**src/rtl/vme_pkg.sv**
```systemverilog
// rtl/vme_pkg.sv - shared constants, state encoding and grant selectors for the VME arbiter
package vme_pkg;

  localparam logic ACTIVE       = 1'b0;
  localparam logic INACTIVE     = 1'b1;
  localparam logic ARB_MODE_PRI = 1'b0;
  localparam logic ARB_MODE_RRS = 1'b1;

  typedef enum logic [1:0] {
    ST_IDLE   = 2'd0,
    ST_GRANT  = 2'd1,
    ST_BUSY   = 2'd2,
    ST_SETTLE = 2'd3
  } arb_state_e;

  // Fixed priority: the highest requesting level wins (req is active-high here)
  function automatic logic [1:0] pick_pri(input logic [3:0] req);
    logic [1:0] lvl;
    lvl = 2'd0;
    for (int i = 0; i < 4; i++) begin
      if (req[i]) lvl = i[1:0];
    end
    return lvl;
  endfunction

  // Round robin: scan downwards starting one below the last winner, wrapping 0 -> 3
  function automatic logic [1:0] pick_rr(input logic [3:0] req, input logic [1:0] last);
    logic [1:0] lvl;
    logic [1:0] idx;
    logic       found;
    lvl   = 2'd0;
    found = 1'b0;
    for (int s = 1; s <= 4; s++) begin
      idx = last - s[1:0];
      if (!found && req[idx]) begin
        lvl   = idx;
        found = 1'b1;
      end
    end
    return lvl;
  endfunction

endpackage

```
**src/rtl/vme_bus_arbiter_if.sv**
```systemverilog
// rtl/vme_bus_arbiter_if.sv - control and backplane signal bundle of the VME arbiter
interface vme_bus_arbiter_if;
  logic       arb_enable;
  logic       arb_mode;
  logic [3:0] vme_br;
  logic       vme_bbsy_in;
  logic [3:0] vme_bgout;
  logic       vme_bclr_out;
  logic [1:0] grant_level;
  logic       bus_owned;
  logic       grant_timeout;

  // Arbiter side
  modport slave (
    input  arb_enable, arb_mode, vme_br, vme_bbsy_in,
    output vme_bgout, vme_bclr_out, grant_level, bus_owned, grant_timeout
  );

  // Board / stimulus side
  modport master (
    output arb_enable, arb_mode, vme_br, vme_bbsy_in,
    input  vme_bgout, vme_bclr_out, grant_level, bus_owned, grant_timeout
  );
endinterface

```
**src/rtl/vme_sync.sv**
```systemverilog
// rtl/vme_sync.sv - multi-stage synchroniser presetting to 1 (inactive for active-low lines)
module vme_sync #(
  parameter int WIDTH = 1,
  parameter int DEPTH = 2
) (
  input  logic             clk,
  input  logic             rst_n,
  input  logic [WIDTH-1:0] d_i,
  output logic [WIDTH-1:0] q_o
);

  logic [WIDTH-1:0] stage_q [DEPTH];

  // Shift the asynchronous input through DEPTH flops; reset parks every stage inactive
  always_ff @(posedge clk or negedge rst_n) begin
    if (!rst_n) begin
      for (int i = 0; i < DEPTH; i++) stage_q[i] <= '1;
    end else begin
      stage_q[0] <= d_i;
      for (int i = 1; i < DEPTH; i++) stage_q[i] <= stage_q[i-1];
    end
  end

  assign q_o = stage_q[DEPTH-1];

endmodule

```
**src/rtl/vme_bus_arbiter.sv**
```systemverilog
// rtl/vme_bus_arbiter.sv - slot-1 VME DTB arbiter with PRI/RRS selection, BCLR and grant timeout
module vme_bus_arbiter
  import vme_pkg::*;
#(
  parameter int GRANT_TIMEOUT = 255,
  parameter int SETTLE_CYCLES = 2,
  parameter int SYNC_STAGES   = 2
) (
  input  logic               clock,
  input  logic               reset,
  vme_bus_arbiter_if.slave   bus
);

  localparam int TW = $clog2(GRANT_TIMEOUT + 1);
  localparam int SW = $clog2(SETTLE_CYCLES + 1);
  localparam logic [TW-1:0] TIMER_LAST  = TW'(GRANT_TIMEOUT - 1);
  localparam logic [TW-1:0] TIMER_MAX   = TW'(GRANT_TIMEOUT);
  localparam logic [SW-1:0] SETTLE_LAST = SW'(SETTLE_CYCLES - 1);

  logic [3:0] br_s;
  logic [0:0] bbsy_s;
  logic [3:0] req;
  logic [1:0] sel_level;
  logic       higher_req;

  arb_state_e    state_q, state_d;
  logic [3:0]    bgout_q, bgout_d;
  logic          bclr_q, bclr_d;
  logic [1:0]    level_q, level_d;
  logic          owned_q, owned_d;
  logic          tmo_q, tmo_d;
  logic [1:0]    rr_last_q, rr_last_d;
  logic          mode_q, mode_d;
  logic [TW-1:0] timer_q, timer_d;
  logic [SW-1:0] settle_q, settle_d;

  vme_sync #(.WIDTH(4), .DEPTH(SYNC_STAGES)) u_sync_br (
    .clk(clock), .rst_n(reset), .d_i(bus.vme_br), .q_o(br_s)
  );

  vme_sync #(.WIDTH(1), .DEPTH(SYNC_STAGES)) u_sync_bbsy (
    .clk(clock), .rst_n(reset), .d_i(bus.vme_bbsy_in), .q_o(bbsy_s)
  );

  assign req = ~br_s;

  // Winner for the next IDLE decision; the mode is only honoured when a grant is issued
  always_comb begin
    sel_level = (bus.arb_mode == ARB_MODE_RRS) ? pick_rr(req, rr_last_q) : pick_pri(req);
  end

  // Any requester above the current owner, used to pre-empt via BCLR
  always_comb begin
    higher_req = 1'b0;
    for (int k = 0; k < 4; k++) begin
      if (req[k] && (2'(k) > level_q)) higher_req = 1'b1;
    end
  end

  // Arbitration FSM: next state and next registered outputs
  always_comb begin
    state_d   = state_q;
    bgout_d   = bgout_q;
    bclr_d    = bclr_q;
    level_d   = level_q;
    owned_d   = owned_q;
    tmo_d     = 1'b0;
    rr_last_d = rr_last_q;
    mode_d    = mode_q;
    timer_d   = timer_q;
    settle_d  = settle_q;
    case (state_q)
      ST_IDLE: begin
        if (bus.arb_enable && (|req) && (bbsy_s[0] == INACTIVE)) begin
          bgout_d            = 4'b1111;
          bgout_d[sel_level] = ACTIVE;
          level_d            = sel_level;
          rr_last_d          = sel_level;
          mode_d             = bus.arb_mode;
          timer_d            = '0;
          state_d            = ST_GRANT;
        end
      end
      ST_GRANT: begin
        if (bbsy_s[0] == ACTIVE) begin
          bgout_d = 4'b1111;
          owned_d = 1'b1;
          state_d = ST_BUSY;
        end else if (!req[level_q]) begin
          bgout_d  = 4'b1111;
          settle_d = '0;
          state_d  = ST_SETTLE;
        end else if (timer_q == TIMER_LAST) begin
          bgout_d  = 4'b1111;
          tmo_d    = 1'b1;
          settle_d = '0;
          state_d  = ST_SETTLE;
        end else if (timer_q != TIMER_MAX) begin
          timer_d = timer_q + TW'(1);
        end
      end
      ST_BUSY: begin
        if (bbsy_s[0] == INACTIVE) begin
          bclr_d   = INACTIVE;
          owned_d  = 1'b0;
          settle_d = '0;
          state_d  = ST_SETTLE;
        end else if ((mode_q == ARB_MODE_PRI) && higher_req) begin
          bclr_d = ACTIVE;
        end
      end
      ST_SETTLE: begin
        if (settle_q == SETTLE_LAST) state_d = ST_IDLE;
        else settle_d = settle_q + SW'(1);
      end
      default: state_d = ST_IDLE;
    endcase
  end

  // State and output registers; reset drives every output inactive immediately
  always_ff @(posedge clock or negedge reset) begin
    if (!reset) begin
      state_q   <= ST_IDLE;
      bgout_q   <= 4'b1111;
      bclr_q    <= INACTIVE;
      level_q   <= 2'd0;
      owned_q   <= 1'b0;
      tmo_q     <= 1'b0;
      rr_last_q <= 2'd0;
      mode_q    <= ARB_MODE_PRI;
      timer_q   <= '0;
      settle_q  <= '0;
    end else begin
      state_q   <= state_d;
      bgout_q   <= bgout_d;
      bclr_q    <= bclr_d;
      level_q   <= level_d;
      owned_q   <= owned_d;
      tmo_q     <= tmo_d;
      rr_last_q <= rr_last_d;
      mode_q    <= mode_d;
      timer_q   <= timer_d;
      settle_q  <= settle_d;
    end
  end

  assign bus.vme_bgout     = bgout_q;
  assign bus.vme_bclr_out  = bclr_q;
  assign bus.grant_level   = level_q;
  assign bus.bus_owned     = owned_q;
  assign bus.grant_timeout = tmo_q;

endmodule

```
**src/flat_wrapper.sv**
```systemverilog
// flat-port wrapper written by rule: the top's interface ports become plain ports
module vme_bus_arbiter_flat import vme_pkg::*;
#(
  parameter int GRANT_TIMEOUT = 255,
  parameter int SETTLE_CYCLES = 2,
  parameter int SYNC_STAGES   = 2
)
  (clock, reset, bus_arb_enable, bus_arb_mode, bus_vme_br, bus_vme_bbsy_in, bus_vme_bgout, bus_vme_bclr_out, bus_grant_level, bus_bus_owned, bus_grant_timeout);
  vme_bus_arbiter_if bus_i ();
  input  logic clock;
  input  logic reset;
  input wire logic [$bits(bus_i.arb_enable)-1:0] bus_arb_enable;
  input wire logic [$bits(bus_i.arb_mode)-1:0] bus_arb_mode;
  input wire logic [$bits(bus_i.vme_br)-1:0] bus_vme_br;
  input wire logic [$bits(bus_i.vme_bbsy_in)-1:0] bus_vme_bbsy_in;
  output wire logic [$bits(bus_i.vme_bgout)-1:0] bus_vme_bgout;
  output wire logic [$bits(bus_i.vme_bclr_out)-1:0] bus_vme_bclr_out;
  output wire logic [$bits(bus_i.grant_level)-1:0] bus_grant_level;
  output wire logic [$bits(bus_i.bus_owned)-1:0] bus_bus_owned;
  output wire logic [$bits(bus_i.grant_timeout)-1:0] bus_grant_timeout;
  assign bus_i.arb_enable = bus_arb_enable;
  assign bus_i.arb_mode = bus_arb_mode;
  assign bus_i.vme_br = bus_vme_br;
  assign bus_i.vme_bbsy_in = bus_vme_bbsy_in;
  assign bus_vme_bgout = bus_i.vme_bgout;
  assign bus_vme_bclr_out = bus_i.vme_bclr_out;
  assign bus_grant_level = bus_i.grant_level;
  assign bus_bus_owned = bus_i.bus_owned;
  assign bus_grant_timeout = bus_i.grant_timeout;
  vme_bus_arbiter #(.GRANT_TIMEOUT(GRANT_TIMEOUT), .SETTLE_CYCLES(SETTLE_CYCLES), .SYNC_STAGES(SYNC_STAGES)) u_core (.clock(clock), .reset(reset), .bus(bus_i));
endmodule
```
**config.mk**
```make
export PLATFORM = sky130hd
export DESIGN_NAME = vme_bus_arbiter_flat
export DESIGN_NICKNAME = d
export VERILOG_FILES = /design/src/rtl/vme_pkg.sv /design/src/rtl/vme_bus_arbiter_if.sv /design/src/rtl/vme_sync.sv /design/src/rtl/vme_bus_arbiter.sv /design/src/flat_wrapper.sv
export SDC_FILE = /design/constraint.sdc
export NUM_CORES = 1
export LEC_CHECK = 0
export CORE_AREA = 3 3 65 67
export CTS_CLUSTER_SIZE = 10
export DETAILED_ROUTE_END_ITERATION = 8
export DIE_AREA = 0 0 68 70
export PLACE_DENSITY = 0.69
export SLEW_MARGIN = 30
export SYNTH_ARGS = -nofsm -noshare
export SYNTH_HDL_FRONTEND = slang
export SYNTH_SLANG_ARGS = --single-unit
```
**constraint.sdc**
```tcl
create_clock -name clock -period 5.65 [get_ports clock]
set_clock_uncertainty 0.05 [all_clocks]
set_input_delay 0.8475 -clock clock [delete_from_list [all_inputs] [get_ports clock]]
set_output_delay 0.8475 -clock clock [all_outputs]
set_load 0.1 [all_outputs]
```
==> results by group, run 1 <==
Run status
  – Status: complete, no violations

Clock tree
  – Resized Gates After CTS: 0
  – CTS tree: done
  – Clk_lat worst skew: between 200 and 300 ps
  – Clk sinks: 32
  – H-tree levels: 2
  – Clk slew on worst S/H paths: around 60 ps
  – CTS Buf Count: 5
  – Post-CTS setup buffers: 0
  – Clk Tree Root Cell: clkbuf_8
  – Clock Path Buffers: 2
  – Post-CTS Hold Fix Bufs: 0

Worst setup path
  – Critical path arrival: between 2000 and 2500 ps
  – Worst path slowest cell: clkdlybuf4s50_1
  – Number of cells on the critical path: 1
  – Kind of end point of the critical path: primary output
  – CP max FO: 14
  – CP startpoint kind: flip-flop
  – CP peak stage delay: between 1000 and 1500 ps
  – Crit Path Class: reg2out
  – Cells along the critical path: clkdlybuf4s50_1
  – Reg2Reg Depth: 7
  – Bufs and invs on worst path: 1
  – Critical Path RT: 4750 ps
  – Top delay family on crit path: buffers and inverters

Route
  – DR DRC count: 0
  – First-pass DRT Iterations: 4
  – Wire per inst: about 15 um
  – DRT iter0 DRCs: about 110
  – Antenna Nets Post-Route: 0
  – Vias: about 1.4k
  – Vias per cell: approximately 5.7
  – Final WL: about 3.6 mm

STA
  – Slew Limit Fails: 0
  – Sum Neg Setup Slack: 0 ps
  – Post-layout min period: approximately 3000 ps
  – Min Hold Slack: 306 ps
  – Fin crit share: a little over half
  – Setup-failing EPs final: 0
  – Max Clock Freq: 0.331 GHz
  – Worst-Margin Slew: slightly below 1000 ps
  – Hold Vio Cnt, Final: 0
  – Unrepaired setup endpoints after global routing: false
  – Slew HR: between 30% and 40%

Logic synthesis
  – Yosys cell types: 48
  – Yosys reg bits: 32
  – Top cell type's share of synthesized area: 23.5%
  – Post-synth top flop: dfrtp_1
  – Ys async rst share: between 90% and 100%
  – Yosys top cell by area: dfrtp_1
  – Largest family of logic cells by synthesized area: compound AO/OA/AOI/OAI gates
  – Xor/xnor cell area share of the yosys netlist: 0%
  – EDFF count, synth: 0
  – Simple-Gate Fraction of Synth Area: 16.4%
  – Sequential area share after synthesis: approximately 45%
  – Avg Cell Area, Syn: between 10 and 15 um2
  – Syn nets: slightly below 200
  – Area share of fa/ha/maj cells after synthesis: 6.91%
  – Cells after synthesis: 180
  – Netlist Area Pre-Place: 1810 um2
  – Synth Area in Compound Gates: 19.1%
  – Synth top area cells: dfrtp_1 (23%), dfstp_2 (22%), ha_1 (6.9%)
  – Post-synthesis mux area share: 6.56%
  – Yosys synthesis warning count: 0

Floorplan
  – Die Area: approximately 4800 um2
  – I/O pins: 18
  – Die width: between 60 and 70 um
  – Initial Util: 49.1%
  – CORE AREA: roughly 3700 um2
  – Die height: 70 um
  – Row cnt: 22

Power
  – Peak VDD IR: ~240 uV
  – Power per cell area: between 500 and 600 nW/um2
  – Clock power share: a little under a fifth
  – Logic pwr share: around 50%
  – Internal power: between 600 and 700 uW
  – Reg power frac: between 30% and 40%
  – Net switching power: roughly 520 uW
  – Static Leak: slightly below 0.0009 uW
  – Sw Share: 45.2%

Flow run
  – Total of max-cap violations: 0

Place
  – Port bufs: 17
  – Placed insts: about 240
  – Placer Congestion: roughly 0.83
  – Dpl hpwl: ~2.7 mm

Global routing
  – Largest net degree at the start of global routing: 33
  – First-pass GRT wire length: ~6.4 mm
  – Vias in the first global route: approximately 1.3k
  – Total global routing overflow: 0
  – GR Util All Layers: approximately 17%
  – Initial antenna violation count: 0

Cells and area
  – Nets: approximately 210
  – Non-Filler Instances: between 200 and 250
  – Layout cells sized above 1: a little under a fifth
  – Area Growth Syn to Fin: 15.9%
  – Antenna fix cells: 0

Hold path
  – Hold Path Cell Cnt: 0
  – Hold Path Class: reg2reg
## cells by family after synthesis
logic type / after synthesis
buf+inv: 23
simple gates: 56
mux: 10
flops: 32
fa+ha+maj: 10
compound gates: 49
## metal layers
metal / global-route usage [%] / share of wire, %
met1: 24.3 / 46
met2: 26.3 / 50
met3: 3.86 / 3.4
met4: 5.30 / 1.1
met5: 0 / 0
## power by group through the flow
| stage | combinational (uW) | sequential, uW | clock [uW] |
|---|---|---|---|
| floorplan | 327 | 498 | 0 |
| global placement | 558 | 361 | 0 |
| detailed placement | 575 | 368 | 0 |
| CTS | 575 | 365 | 217 |
| global route | 629 | 377 | 229 |
| finish | 572 | 365 | 214 |
## cell usage in the layout (no fill, tap or decap), types with 2 or more instances in the layout
cell,n
nand2_1,18
clkdlybuf4s50_1,17
dfrtp_1,17
dfstp_2,15
o21ai_0,14
inv_1,13
ha_1,10
a21oi_1,8
nor2_1,7
nand3_1,5
mux2_2,5
nand2b_1,5
clkbuf_8,5
or3_1,4
o31ai_1,4
mux2i_1,4
o32a_1,4
and3_1,3
nand3b_1,3
nand4_1,2
nor4b_1,2
or4_1,2
o22ai_1,2
a31oi_1,2
## sequential cells by signal, indices dropped and copies added, names as in the netlist
| signal | flops |
|---|---|
| u_core.timer_q | 8 |
| u_core.bus.vme_bclr_out | 1 |
| u_core.bus.grant_timeout | 1 |
| u_core.u_sync_bbsy.q_o | 1 |
| u_core.bus.grant_level | 2 |
| u_core.state_q | 2 |
| u_core.u_sync_br.stage_q | 4 |
| u_core.mode_q | 1 |
| u_core.bus.bus_owned | 1 |
| u_core.bus.vme_bgout | 4 |
| u_core.settle_q | 2 |
| u_core.u_sync_br.q_o | 4 |
| u_core.u_sync_bbsy.stage_q | 1 |
## worst paths after layout
path	from	to	slack, ps
min in group asynchronous	reset	u_core.timer_q[7]	910
min reg2reg	u_core.u_sync_br.stage_q[5]	u_core.u_sync_br.q_o[1]	310
max	u_core.bus.grant_level[1]	bus_grant_level[1]	2630
max in group asynchronous	reset	u_core.bus.vme_bclr_out	4320
max reg2reg	u_core.bus.grant_level[1]	u_core.bus.vme_bgout[2]	3040
min	u_core.u_sync_br.stage_q[5]	u_core.u_sync_br.q_o[1]	310
## metrics by stage
step	utilization (%)	setup WS, ps	area, um2	power, uW
final	56.9	2630	2100	1150
after global routing	56.9	2560	2100	1230
after CTS	56.9	2620	2100	1160
after detailed placement	54.0	2930	1990	943
after global placement	54.0	2980	1990	919
after floorplan	-	2420	1810	826
## synth_stat cells (all sizes together) (5+ instances only)
cell    count
ha         10
buf         5
nand2      18
o21ai      15
a21oi       8
dfrtp      17
nand3       5
dfstp      15
mux2        5
inv        13
nor2        7
clkbuf      5
nand2b      5
## area by class of cell
cell class              count  area [um2]
fillers                   332        1590
multi-input cells         125         886
flip-flops and latches     32         820
repair buffers             18         178
clock buffers               6        72.6
well taps                  48        60.1
inverters                  13        48.8
clock inverters             2        35.0
(Power assumes the default switching activity.)
==> inputs of run 2 (changes only) <==
Clock period 5.65 ns to 3.05 ns, I/O delays scaled along.
==> run 2 against run 1 <==
  * Non-clock buffer count increased by 1
  * Setup slack got worse by 2000 ps
  * Die area unchanged
  * Clock-buffer cell count increased by 1
  * Critical path depth increased by 6
  * Largest cell class unchanged
  * Largest power group unchanged
  * Highest routed layer unchanged
==> results by group, run 2 (synthesized netlist as in run 1, its figures left out) <==
Run status
  – Status: complete, no violations

Global routing
  – First-pass GRT wire length: 6.21 mm (-2.7%)
  – Total global routing overflow: 0 (unchanged)
  – Initial antenna violation count: 0 (unchanged)
  – Largest net degree at the start of global routing: 16 (-52%)
  – Vias in the first global route: 1332 (-0.97%)
  – GR Util All Layers: 17.1% (-0.23 points)

Worst setup path
  – CP max FO: 14 (unchanged)
  – CP startpoint kind: flip-flop
  – Critical Path RT: 3210 ps (-1540 ps)
  – Cells along the critical path: inv_1 -> ha_1 -> or3b_2 -> o32a_1 -> a32oi_1 -> o32ai_1 -> o32a_1
  – Worst path slowest cell: dfrtp_2
  – CP peak stage delay: 520 ps (-700 ps)
  – Kind of end point of the critical path: flip-flop
  – Reg2Reg Depth: 7 (unchanged)
  – Critical path arrival: 2590 ps (+470 ps)
  – Crit Path Class: reg2reg
  – Most frequent CP cell: o32a_1

Route
  – Vias: 1369 (-1.2%)
  – DRT iter0 DRCs: 73 (-36%)
  – Wire per inst: 14.7 um (-0.71%)
  – DR DRC count: 0 (unchanged)
  – Final WL: 3.60 mm (-0.30%)
  – First-pass DRT Iterations: 4 (unchanged)
  – Antenna Nets Post-Route: 0 (unchanged)
  – Vias per cell: 5.59 (-1.6%)

STA
  – Slew HR: 59.0% (+24 points)
  – Setup-failing EPs final: 0 (unchanged)
  – Unrepaired setup endpoints after global routing: false
  – Hold Vio Cnt, Final: 0 (unchanged)
  – Sum Neg Setup Slack: 0 ps (unchanged)
  – Fin crit share: 79.5%
  – Worst-Margin Slew: 613 ps (-358 ps)
  – Post-layout min period: ~2400 ps
  – Max Clock Freq: between 0.4 and 0.5 GHz
  – Slew Limit Fails: 0 (unchanged)

Clock tree
  – Clk_lat worst skew: 280 ps (about the same)
  – Post-CTS Hold Fix Bufs: 0 (unchanged)
  – H-tree levels: 2 (unchanged)
  – Clk Tree Root Cell: clkbuf_8
  – CTS Buf Count: 5 (unchanged)
  – Clk sinks: 32 (unchanged)
  – Clock Path Buffers: 2 (unchanged)
  – Post-CTS setup buffers: 0 (unchanged)
  – Resized Gates After CTS: 0 (unchanged)
  – CTS tree: done
  – Clk slew on worst S/H paths: 70 ps (about the same)

Cells and area
  – Max reg flops: 8 (unchanged)
  – Non-Filler Instances: 245 (+0.41%)
  – Layout cells sized above 1: 24.4% (+6.0 points)
  – Antenna fix cells: 0 (unchanged)
  – Most common cell after layout, fill and taps aside: nand2_1
  – Largest Register: u_core.timer_q
  – Nets: 215 (+0.47%)
  – Area Growth Syn to Fin: 14.9%
  – Most frequent cells in the layout: nand2_1 (18), dfrtp_1 (15), dfstp_2 (15), o21ai_0 (14), inv_1 (13)

Place
  – Port bufs: 17 (unchanged)
  – Placed insts: 237 (+0.42%)
  – Placer Congestion: 0.812 (-2.0%)
  – Dpl hpwl: 2.71 mm (+1.8%)

Floorplan
  – Die width: 68 um (unchanged)
  – CORE AREA: 3690 um2 (unchanged)
  – Row cnt: 22 (unchanged)
  – Initial Util: 49.1% (unchanged)
  – I/O pins: 18 (unchanged)
  – Die height: 70 um (unchanged)
  – Die Area: 4760 um2 (unchanged)

Power
  – Peak VDD IR: 469 uV (+92%)
  – Static Leak: 0.000886 uW (+0.62%)
  – Power per cell area: 1000 nW/um2 (+83%)

Hold path
  – Hold Path Class: reg2reg
  – Hold Path Cell Cnt: 0 (unchanged)

Flow run
  – Total of max-cap violations: 0 (unchanged)
run 2: cell types whose count changed in the layout (fill, tap and decap cells not counted):
cell	before	now
buf_4	1	11
bufinv_16	1	0
clkbuf_16	0	1
clkdlybuf4s50_1	17	8
dfrtp_1	17	15
dfrtp_2	0	2
run 2: final timing paths:
check                                         startpoint  slack [ps]                       to
min reg2reg                u_core.u_sync_bbsy.stage_q[1]         310   u_core.u_sync_bbsy.q_o
min                        u_core.u_sync_bbsy.stage_q[1]         310   u_core.u_sync_bbsy.q_o
max                            u_core.bus.grant_level[1]         630  u_core.bus.vme_bgout[2]
max in group asynchronous                          reset        1590  u_core.u_sync_br.q_o[3]
max reg2reg                    u_core.bus.grant_level[1]         630  u_core.bus.vme_bgout[2]
min in group asynchronous                          reset         510        u_core.timer_q[5]
run 2: routing by layer:
| layer | wire length [um] | vias up | track usage [%] |
|---|---|---|---|
| met1 | 1570 | 658 | 21.6 |
| met2 | 1840 | 25 | 27.7 |
| li1 | - | 682 | - |
| met5 | 0 | - | 0 |
| met3 | 142 | 4 | 4.82 |
| met4 | 38 | 0 | 5.30 |
run 2: layout make-up:
cell class,count,area [um2]
clock buffer,7,97.6
inverter,13,48.8
multi-input combinational,125,886
sequential,32,822
timing repair buffer,19,163
clock inverter,1,5.00
fill,340,1610
tap,48,60.1
run 2: worst max-delay path: cells and delay by family, from the launching register on:
family / cells / cell delay, ps
AOI/OAI and AO/OA: 4 / 820
and+or+nand+nor: 1 / 460
buffers and inverters: 1 / 90
DFF: 1 / 520
adders and majority gates: 1 / 410
run 2: per-stage QoR:
step | hold WS [ps] | util (%) | total power (uW) | cell area, um2 | worst slack [ps]
global placement | 296 | 53.7 | 1690 | 1980 | 692
global route | 309 | 56.4 | 2240 | 2080 | 484
floorplan | 112 | - | 1530 | 1810 | 103
detailed placement | 298 | 53.7 | 1740 | 1980 | 629
CTS | 308 | 56.4 | 2100 | 2080 | 620
finish | 305 | 56.4 | 2090 | 2080 | 627
run 2: report_power, final:
| part | total [uW] | switching [uW] | leakage [uW] | internal, uW |
|---|---|---|---|---|
| Combinational | 1050 | 678 | 0.000459 | 368 |
| Sequential | 681 | 133 | 0.000374 | 549 |
| Clock | 361 | 151 | 0.0000534 | 209 |
==> inputs of run 3 (changes only) <==
Clock period 3.05 ns to 2.25 ns, I/O delays scaled along.
==> run 3 against run 2 <==
  * Clock power is 34% higher
  * Wire length is 11% higher
  * Total power is 49% higher
  * Non-clock buffer count is 11 higher
  * Sequential power is 29% higher
  * Design area is 7.5% higher
  * Worst hold slack better by 1.7 ps
  * Die area stayed put
==> results by group, run 3 (synthesized netlist as in run 1, its figures left out) <==
Run status
  – Status: complete, no violations

Place
  – Placed insts: 242 (+2.1%)
  – Placement Setup Slack: -39.2 ps (-668 ps)
  – Dpl hpwl: 2.79 mm (+2.7%)
  – Placement Cell Area: 2060 um2 (+4.1%)
  – Placer Congestion: 0.851 (+4.8%)
  – Port bufs: 17 (unchanged)

Clock tree
  – Clk slew on worst S/H paths: 70 ps (about the same)
  – H-tree levels: 2 (unchanged)
  – Clk Tree Root Cell: clkbuf_8
  – CTS tree: done
  – Post-CTS Hold Fix Bufs: 0 (unchanged)
  – CTS Buf Count: 5 (unchanged)
  – Clock Path Buffers: 2 (unchanged)
  – Clk sinks: 32 (unchanged)
  – Clk_lat worst skew: 280 ps (about the same)

Cells and area
  – Antenna fix cells: 0 (unchanged)
  – Non-Filler Instances: 256 (+4.5%)
  – Max reg flops: 8 (unchanged)
  – Largest Register: u_core.timer_q
  – Most common cell after layout, fill and taps aside: buf_4
  – Nets: 226 (+5.1%)
  – Most frequent cells in the layout: buf_4 (21), nand2_1 (18), dfstp_2 (15), o21ai_0 (14), dfrtp_1 (13)
  – Layout cells sized above 1: 33.2% (+8.8 points)
  – Area Growth Syn to Fin: 23.5%
  – Final Cell Area: 2240 um2 (+7.5%)

Power
  – Net switching power: 1410 uW (+47%)
  – Reg power frac: 28.2% (-4.4 points)
  – Sw Share: 45.4% (-0.68 points)
  – Logic pwr share: 56.2% (+6.1 points)
  – Peak VDD IR: 612 uV (+30%)
  – Power per cell area: 1390 nW/um2 (+38%)
  – Internal power: 1700 uW (+51%)
  – Clock power share: 15.5% (-1.8 points)
  – Static Leak: 0.000942 uW (+6.4%)

Route
  – Antenna Nets Post-Route: 0 (unchanged)
  – Top routing layer used: met4
  – Met2 wire length: 2.02 mm (+9.5%)
  – First-pass DRT Iterations: 4 (unchanged)
  – Met1 WL: 1.71 mm (+8.8%)
  – DRT iter0 DRCs: 105 (+44%)
  – Vias per cell: 5.76 (+3.1%)
  – Vias: 1475 (+7.7%)
  – Final WL: 3.98 mm (+11%)
  – DR DRC count: 0 (unchanged)
  – Wire per inst: 15.5 um (+5.8%)
  – Met3 WL post-DR: 152 um (+7.0%)

Worst setup path
  – Crit Path Class: reg2reg
  – Critical path arrival: 2380 ps (-210 ps)
  – Critical Path RT: 2410 ps (-800 ps)
  – Kind of end point of the critical path: flip-flop
  – CP max FO: 8 (-6)
  – Reg2Reg Depth: 7 (unchanged)
  – CP startpoint kind: flip-flop

Global routing
  – First-pass GRT wire length: 6.39 mm (+2.9%)
  – Total global routing overflow: 0 (unchanged)
  – Largest net degree at the start of global routing: 33 (+17)
  – GR Util All Layers: 18.0% (+0.91 points)
  – Vias in the first global route: 1392 (+4.5%)
  – Initial antenna violation count: 0 (unchanged)

Hold path
  – Hold Path Cell Cnt: 0 (unchanged)
  – Hold Path Class: reg2reg

Floorplan
  – I/O pins: 18 (unchanged)
  – Row cnt: 22 (unchanged)
  – CORE AREA: 3690 um2 (unchanged)
  – Die Area: 4760 um2 (unchanged)
  – Die width: 68 um (unchanged)
  – Initial Util: 49.1% (unchanged)
  – Die height: 70 um (unchanged)

STA
  – Min Hold Slack: 307 ps (+1.71 ps)
  – Max Clock Freq: 0.452 GHz (+9.4%)
  – Worst-Margin Slew: 517 ps (-95.2 ps)
  – Post-layout min period: 2210 ps (-209 ps)
  – Fin crit share: 98.4% (+19 points)
  – Hold Vio Cnt, Final: 0 (unchanged)
  – Slew Limit Fails: 0 (unchanged)
  – Setup WS post-layout: 35.5 ps (-591 ps)
  – Setup-failing EPs final: 0 (unchanged)
  – Slew HR: 65.4% (+6.3 points)

Flow run
  – Total of max-cap violations: 0 (unchanged)
## run 3: cell types whose count changed in the layout (fill, tap and decap cells not counted), sizes merged
| cell | before | now |
|---|---|---|
| buf | 11 | 21 |
| clkbuf | 7 | 8 |
## run 3: worst paths after layout
check / startpoint / slack, ps / endpoint
min reg2reg: u_core.u_sync_br.stage_q[7] / 310 / u_core.u_sync_br.q_o[3]
max in group asynchronous: reset / 1440 / u_core.u_sync_br.q_o[0]
max: u_core.timer_q[0] / 40 / u_core.timer_q[7]
min in group asynchronous: reset / 390 / u_core.timer_q[5]
max reg2reg: u_core.timer_q[0] / 40 / u_core.timer_q[7]
min: u_core.u_sync_br.stage_q[7] / 310 / u_core.u_sync_br.q_o[3]
## run 3: worst max-delay path, stage by stage (launching register included)
cell      delay, ps
dfrtp_2         400
inv_1            60
ha_1            210
or2_2           310
a311oi_4        390
o21ai_4         140
or4_4           430
a21oi_2         150
## run 3: cell type report
type / instances / area (um2)
Timing Repair Buffer: 30 / 243
Tap cell: 48 / 60.1
Fill cell: 300 / 1450
Multi-Input combinational cell: 125 / 951
Inverter: 13 / 51.3
Clock buffer: 7 / 97.6
Clock inverter: 1 / 5.00
Sequential cell: 32 / 830
## run 3: what timing repair did
action / 4_1_cts / 5_1_grt
buffers inserted: 0 / 6
setup endpoints to repair: 2 / 6
pin swaps: 1 / 2
hold endpoints to repair: 0 / 0
gates resized for setup: 2 / 5
## run 3: per-layer routing
layer	vias to the layer above	global-route usage, %
li1	705	-
met1	719	22.3
met2	41	27.7
met3	10	4.82
met4	0	9.93
met5	-	0
## run 3: stage by stage
stage / setup TNS, ps / power (uW) / util [%]
after floorplan: -912 / 2220 / -
after global placement: 0 / 2440 / 55.9
after detailed placement: -76.1 / 2500 / 55.9
after CTS: 0 / 3010 / 59.2
after global routing: -42.1 / 3320 / 60.7
final: 0 / 3110 / 60.7
## run 3: power groups by stage
stage	sequential, uW	combinational [uW]	clock (uW)
floorplan	1270	948	0
global placement	872	1570	0
detailed placement	888	1610	0
CTS	879	1640	493
global route	895	1890	527
finish	877	1750	483
